[config.mk]
export PLATFORM = sky130hd
export DESIGN_NAME = misc_alu_pipe
export DESIGN_NICKNAME = d
export VERILOG_FILES = /design/src/rtl/misc_alu_pipe.sv
export SDC_FILE = /design/constraint.sdc
export NUM_CORES = 1
export LEC_CHECK = 0
export BUFFER_PORTS_ARGS = -buffer_cell sky130_fd_sc_hd__buf_2
export CAP_MARGIN = 20
export CELL_PAD_IN_SITES_DETAIL_PLACEMENT = 2
export CELL_PAD_IN_SITES_GLOBAL_PLACEMENT = 2
export CORE_MARGIN = 2
export CORE_UTILIZATION = 34
export CTS_CLUSTER_DIAMETER = 120
export DETAILED_ROUTE_END_ITERATION = 12
export MAX_ROUTING_LAYER = met4
export PLACE_DENSITY_LB_ADDON = 0.1
export SYNTH_ARGS = -nofsm -noshare
export SYNTH_HDL_FRONTEND = slang
export SYNTH_SLANG_ARGS = --single-unit
[constraint.sdc]
create_clock -name clk -period 5.84 [get_ports clk]
set_clock_uncertainty 0.1 [all_clocks]
set_input_delay 0.292 -clock clk [delete_from_list [all_inputs] [get_ports clk]]
set_output_delay 0.292 -clock clk [all_outputs]
set_load 0.03 [all_outputs]
[src/rtl/misc_alu_pipe.sv]
// rtl/misc_alu_pipe.sv - elastic misc-ALU pipeline: acc moves, abs/min/max/clamp, shifts, saturation
// Stage 0 registers operands, stage 1 holds the raw result, the last stage saturates.
module misc_alu_pipe #(
  parameter int data_width = 16,
  parameter int acc_width  = 2 * data_width,
  parameter int n_blocks   = 256,
  parameter int n_stages   = 3
) (
  input  logic                          clk,
  input  logic                          reset,
  input  logic                          enable,
  input  logic                          in_valid,
  output logic                          in_ready,
  output logic                          out_valid,
  input  logic                          out_ready,
  input  logic [$clog2(n_blocks)-1:0]   block_in,
  output logic [$clog2(n_blocks)-1:0]   block_out,
  input  logic signed [data_width-1:0]  arg_a_in,
  input  logic signed [data_width-1:0]  arg_b_in,
  input  logic signed [data_width-1:0]  arg_c_in,
  input  logic signed [acc_width-1:0]   accumulator_in,
  input  logic [4:0]                    operation_in,
  input  logic                          saturate_disable_in,
  input  logic [4:0]                    shift_in,
  input  logic [3:0]                    dest_in,
  output logic [3:0]                    dest_out,
  output logic signed [acc_width-1:0]   result_out,
  output logic                          sat_flag_out,
  input  logic [8:0]                    commit_id_in,
  output logic [8:0]                    commit_id_out,
  input  logic                          commit_flag_in,
  output logic                          commit_flag_out
);

  localparam int bw   = $clog2(n_blocks);
  localparam int last = n_stages - 1;
  localparam int mw   = bw + 4 + 9 + 1;
  localparam int half = acc_width / 2;

  localparam logic [4:0] op_mov_acc  = 5'h01;
  localparam logic [4:0] op_mov_uacc = 5'h02;
  localparam logic [4:0] op_mov_lacc = 5'h03;
  localparam logic [4:0] op_abs      = 5'h04;
  localparam logic [4:0] op_min      = 5'h05;
  localparam logic [4:0] op_max      = 5'h06;
  localparam logic [4:0] op_lsh      = 5'h07;
  localparam logic [4:0] op_rsh      = 5'h08;
  localparam logic [4:0] op_arsh     = 5'h09;
  localparam logic [4:0] op_clamp    = 5'h0a;

  localparam logic signed [acc_width-1:0] sat_hi =
    {{(acc_width-data_width+1){1'b0}}, {(data_width-1){1'b1}}};
  localparam logic signed [acc_width-1:0] sat_lo =
    {{(acc_width-data_width+1){1'b1}}, {(data_width-1){1'b0}}};

  logic [n_stages-1:0]            valid_q, valid_d;
  logic [n_stages-1:0][mw-1:0]    meta_q, meta_d;
  logic signed [data_width-1:0]   a_q, a_d, b_q, b_d, c_q, c_d;
  logic signed [acc_width-1:0]    acc_q, acc_d;
  logic [4:0]                     op_q, op_d, sh_q, sh_d;
  logic                           sd0_q, sd0_d;
  logic [last:1][acc_width-1:0]   val_q, val_d;
  logic [last:1]                  sd_q, sd_d;
  logic                           sat_q, sat_d;

  logic [n_stages-1:0]            rdy, take, drained;
  logic                           take_out;
  logic signed [acc_width-1:0]    ax, bx, cx, mx, raw;
  logic [last:1][acc_width-1:0]   val_in;
  logic [last:1]                  sd_in;
  logic [acc_width:0]             sat_res;

  function automatic logic [acc_width:0] saturate(input logic signed [acc_width-1:0] v,
                                                   input logic bypass);
    if (bypass)      return {1'b0, v};
    if (v > sat_hi)  return {1'b1, sat_hi};
    if (v < sat_lo)  return {1'b1, sat_lo};
    return {1'b0, v};
  endfunction

  // A stage can accept when any stage from it to the output has a hole, or the sink drains.
  always_comb begin
    rdy = '0;
    for (int k = 0; k < n_stages; k++) begin
      rdy[k] = out_ready;
      for (int j = k; j < n_stages; j++) begin
        if (!valid_q[j]) rdy[k] = 1'b1;
      end
    end
  end

  always_comb begin
    take    = '0;
    drained = '0;
    take[0] = enable & in_valid & rdy[0];
    for (int k = 1; k < n_stages; k++) take[k] = enable & valid_q[k-1] & rdy[k];
    take_out = enable & valid_q[last] & out_ready;
    for (int k = 0; k < last; k++) drained[k] = take[k+1];
    drained[last] = take_out;
  end

  always_comb begin
    ax  = {{(acc_width-data_width){a_q[data_width-1]}}, a_q};
    bx  = {{(acc_width-data_width){b_q[data_width-1]}}, b_q};
    cx  = {{(acc_width-data_width){c_q[data_width-1]}}, c_q};
    mx  = (ax > bx) ? ax : bx;
    raw = '0;
    case (op_q)
      op_mov_acc:  raw = acc_q >>> sh_q;
      op_mov_uacc: raw = {{(acc_width-half){1'b0}}, acc_q[acc_width-1:half]};
      op_mov_lacc: raw = {{(acc_width-half){1'b0}}, acc_q[half-1:0]};
      op_abs:      raw = ax[acc_width-1] ? -ax : ax;
      op_min:      raw = (ax < bx) ? ax : bx;
      op_max:      raw = mx;
      op_clamp:    raw = (mx < cx) ? mx : cx;
      op_lsh:      raw = ax << sh_q;
      op_rsh:      raw = {{(acc_width-data_width){1'b0}}, a_q} >> sh_q;
      op_arsh:     raw = ax >>> sh_q;
      default:     raw = '0;
    endcase
  end

  always_comb begin
    val_in    = '0;
    sd_in     = '0;
    val_in[1] = raw;
    sd_in[1]  = sd0_q;
    for (int k = 2; k <= last; k++) begin
      val_in[k] = val_q[k-1];
      sd_in[k]  = sd_q[k-1];
    end
  end

  assign sat_res = saturate($signed(val_in[last]), sd_in[last]);

  always_comb begin
    valid_d = valid_q;
    meta_d  = meta_q;
    a_d     = a_q;
    b_d     = b_q;
    c_d     = c_q;
    acc_d   = acc_q;
    op_d    = op_q;
    sh_d    = sh_q;
    sd0_d   = sd0_q;
    val_d   = val_q;
    sd_d    = sd_q;
    sat_d   = sat_q;
    if (take[0]) begin
      meta_d[0] = {block_in, dest_in, commit_id_in, commit_flag_in};
      a_d       = arg_a_in;
      b_d       = arg_b_in;
      c_d       = arg_c_in;
      acc_d     = accumulator_in;
      op_d      = operation_in;
      sh_d      = shift_in;
      sd0_d     = saturate_disable_in;
    end
    for (int k = 1; k <= last; k++) begin
      if (take[k]) begin
        meta_d[k] = meta_q[k-1];
        val_d[k]  = val_in[k];
        sd_d[k]   = sd_in[k];
      end
    end
    if (take[last]) begin
      val_d[last] = sat_res[acc_width-1:0];
      sat_d       = sat_res[acc_width];
    end
    // A simultaneous load and drain keeps the stage occupied with the new item.
    for (int k = 0; k < n_stages; k++) valid_d[k] = take[k] | (valid_q[k] & ~drained[k]);
  end

  always_ff @(posedge clk) begin
    if (reset) begin
      valid_q <= '0;
      meta_q  <= '0;
      a_q     <= '0;
      b_q     <= '0;
      c_q     <= '0;
      acc_q   <= '0;
      op_q    <= '0;
      sh_q    <= '0;
      sd0_q   <= 1'b0;
      val_q   <= '0;
      sd_q    <= '0;
      sat_q   <= 1'b0;
    end else begin
      valid_q <= valid_d;
      meta_q  <= meta_d;
      a_q     <= a_d;
      b_q     <= b_d;
      c_q     <= c_d;
      acc_q   <= acc_d;
      op_q    <= op_d;
      sh_q    <= sh_d;
      sd0_q   <= sd0_d;
      val_q   <= val_d;
      sd_q    <= sd_d;
      sat_q   <= sat_d;
    end
  end

  assign in_ready     = enable & rdy[0];
  assign out_valid    = valid_q[last];
  assign result_out   = $signed(val_q[last]);
  assign sat_flag_out = sat_q;
  assign {block_out, dest_out, commit_id_out, commit_flag_out} = meta_q[last];

endmodule
==> flow_summary_export.csv <==
group,metric,value,unit
status,outcome,"finished clean",
logic_synthesis,syn_avg_cell_area,7.53,um^2
setup_path,critical_path.max_fanout,11,
power,power_density,236,nW/um^2
logic_synthesis,synth-main-ff-cell,"dfxtp_1",
power,irDropWorstVdd,0.170,mV
run,cap_violations,0,
floorplan,fp-row-count,76,
timing,holdWs,161,ps
setup_path,cp_cell_sequence,"inv_1, ha_1, nand4_4, nor4_1, o21ai_1, and3_4, a311oi_4, buf_4, mux2i_1, inv_1, ha_1, nand3_1, or2_2, a2111o_1, a21o_1, inv_1, nand2b_1, a221o_1, a221oi_1",
logic_synthesis,synth_fa_ha_area_frac,0.0286,
routing,drt-total-wl,77100,um
setup_path,max_stage_delay,490,ps
global_route,antenna_found_initial,0,
setup_path,cpMostUsedCell,"inv_1",
clocking,cts_root_buf,"clkbuf_16",
setup_path,cp_num_buf_inv,4,
clocking,cts_max_level,1,
clocking,cts.sink_count,226,
logic_synthesis,syn_area,14900,um^2
global_route,grt_max_degree,96,
setup_path,cp-end-kind,"register",
timing,finalSetupViolCount,0,
logic_synthesis,synthMuxAreaShare,0.135,
setup_path,cp.required,6220,ps
timing,period_needed,5250,ps
clocking,post_cts_resize_count,0,
min_path,min_path_type,"in2reg",
setup_path,criticalPathCategory,"reg2reg",
layout,drive_above_1_share,0.170,
routing,num_vias,16400,
timing,worst_pin_slew,1130,ps
logic_synthesis,synth_top_family_by_area,"compound AO/OA/AOI/OAI gates",
routing,drtPass1Iterations,8,
logic_synthesis,yosysSeqAreaShare,0.304,
routing,drc_errors,0,
routing,drt-vias-per-instance,5.93,
floorplan,initial_core_util,0.345,
min_path,whs_path_depth,2,
setup_path,cp_top_family,"compound AO/OA/AOI/OAI gates",
layout,final_util,0.423,
logic_synthesis,synth.distinct_cells,79,
logic_synthesis,synth_compound_area_frac,0.256,
layout,nets,2316,
clocking,clock_path_buffers,3,
floorplan,io_pins,175,
power,leakage,0.00682,uW
timing,rsz0062_at_grt,"no",
timing,finalMaxSlewViolations,0,
setup_path,r2r_slack,590,ps
routing,drt_iter0_markers,1366,
timing,setup-tns-final,0,ps
timing,layout_setup_ws,587,ps
logic_synthesis,ys_seq_elements,226,
logic_synthesis,async_flop_share,0,
clocking,cts_setup_buffers,0,
placed_design,portBuffers,174,
placed_design,dp_slack,635,ps
floorplan,coreArea,43100,um^2
setup_path,cp_num_cells,19,
logic_synthesis,ys_warn_count,0,
logic_synthesis,synth_edf_count,0,
clocking,clk_pin_slew,60,ps
global_route,grt_usage,0.346,
placed_design,dp_hpwl,54600,um
placed_design,place.gp.congestion,1.02,
timing,slew_headroom,0.243,
timing,hold_viol,0,
setup_path,r2r_cells,19,
routing,drt-wirelength-per-cell,27.9,um
logic_synthesis,syn-num-nets,2127,
setup_path,cp_slowest_cell,"ha_1",
clocking,cts_buffers,28,
logic_synthesis,synth_xor_area_frac,0.00766,
logic_synthesis,synthSimpleGateAreaFrac,0.200,
setup_path,arrival,5630,ps
timing,max_clock_freq,190,MHz
floorplan,die-height,213,um
layout,syn_to_final_growth,22.7,%
setup_path,start_kind,"register",
global_route,grt_pass1_vias,17400,
global_route,grt_pass1_wl,114000,um
logic_synthesis,syn_inst,1975,
clocking,tritoncts,"done",
timing,min_period_over_period,0.899,
floorplan,die_w,213,um
routing,final_antenna_net_count,0,
global_route,overflow,0,
floorplan,dieArea,45400,um^2
clocking,clk_latency,580,ps
-- layout by cell type, fill, tap and decap left out, types with 11 or more instances in the layout --
cell / count
nand2_1: 459
a21oi_1: 270
dfxtp_1: 222
buf_2: 173
nor2_1: 124
dlygate4sd3_1: 117
mux2i_1: 87
o21ai_0: 74
buf_4: 57
inv_1: 50
mux4_2: 34
o211ai_1: 34
ha_1: 34
mux2_2: 33
a211oi_1: 31
clkbuf_16: 29
nand3_1: 23
a221o_1: 22
nor3_1: 20
nand2b_1: 16
a221oi_1: 16
nand4_1: 15
a31oi_1: 13
a22oi_1: 13
o221ai_1: 12
clkbuf_1: 11
-- layout make-up --
type / count / area [um^2]
tap: 585 / 732
clock inverter: 5 / 56.3
clock buffer: 43 / 808
antenna: 1 / 2.50
inverter: 52 / 195
multi-input combinational: 1505 / 9360
timing repair buffer: 351 / 2540
sequential: 226 / 4530
fill: 4993 / 24800
-- logic make-up (layout without fill, tap and decap cells) --
kind of cell	after synthesis	count (layout)
AND/OR/NAND/NOR	711	711
AO/OA/AOI/OAI	593	593
buffers and inverters	244	451
flip-flops	226	226
multiplexers	154	154
adder cells (fa/ha/maj)	34	34
XOR/XNOR	13	13
other	0	1
-- where the power goes --
| part | internal, uW | switching (uW) |
|---|---|---|
| Sequential | 1580 | 65.9 |
| Combinational | 367 | 616 |
| Clock | 952 | 712 |
-- synth_stat cells (10+ instances only) --
cell type / count / share of area
inv_1: 50 / 0.013
nor2_1: 125 / 0.032
mux4_2: 34 / 0.052
nand2_1: 460 / 0.12
a221o_1: 22 / 0.015
a221oi_1: 16 / 0.0094
a21oi_1: 270 / 0.091
nand3_1: 25 / 0.0084
mux2_2: 33 / 0.025
a211oi_1: 31 / 0.016
dfxtp_1: 226 / 0.30
a21o_1: 10 / 0.0051
o21ai_0: 74 / 0.025
nor3_1: 20 / 0.0067
buf_4: 23 / 0.012
buf_2: 11 / 0.0037
clkbuf_1: 142 / 0.036
o221ai_1: 12 / 0.0071
a222oi_1: 10 / 0.0067
nand2b_1: 16 / 0.0067
ha_1: 34 / 0.029
buf_1: 15 / 0.0038
a31oi_1: 13 / 0.0055
mux2i_1: 87 / 0.059
nand4_1: 15 / 0.0063
o211ai_1: 34 / 0.017
a22oi_1: 13 / 0.0066
-- state kept, by name (all words and copies together) (netlist names) --
signal / cells
a_q: 16
acc_q: 32
b_q: 16
block_out: 8
c_q: 16
commit_flag_out: 1
commit_id_out: 9
dest_out: 4
meta_q: 44
op_q: 5
result_out: 32
sat_flag_out: 1
sd0_q: 1
sd_q: 1
sh_q: 5
val_in: 32
valid_q: 3
-- final timing paths --
path | start | end
max | b_q[15] | val_in[41]
min | reset | op_q[3]
max reg2reg | b_q[15] | val_in[41]
min reg2reg | result_out[24] | result_out[24]
-- through the flow --
step                std cells  power [uW]  instance area (um^2)
finish                   2768        4300                 18200
CTS                      2764        4310                 18200
global route             2767        4480                 18200
global placement         2596        2550                 16100
floorplan                1975        2220                 14900
detailed placement       2599        2580                 16200
-- per-layer routing --
| metal | vias to the layer above | wire length, um | global-route usage |
|---|---|---|---|
| li1 | 7404 | - | - |
| met1 | 8327 | 32200 | 0.425 |
| met2 | 527 | 37500 | 0.577 |
| met3 | 156 | 4200 | 0.0427 |
| met4 | 0 | 3230 | 0.137 |
| met5 | - | 0 | - |
-- what timing repair did --
action	in CTS	in global routing
endpoints found under the hold margin	116	0
endpoints found under the setup margin	0	0
hold buffers	117	0
No activity file was read; power rests on OpenSTA's default activity.
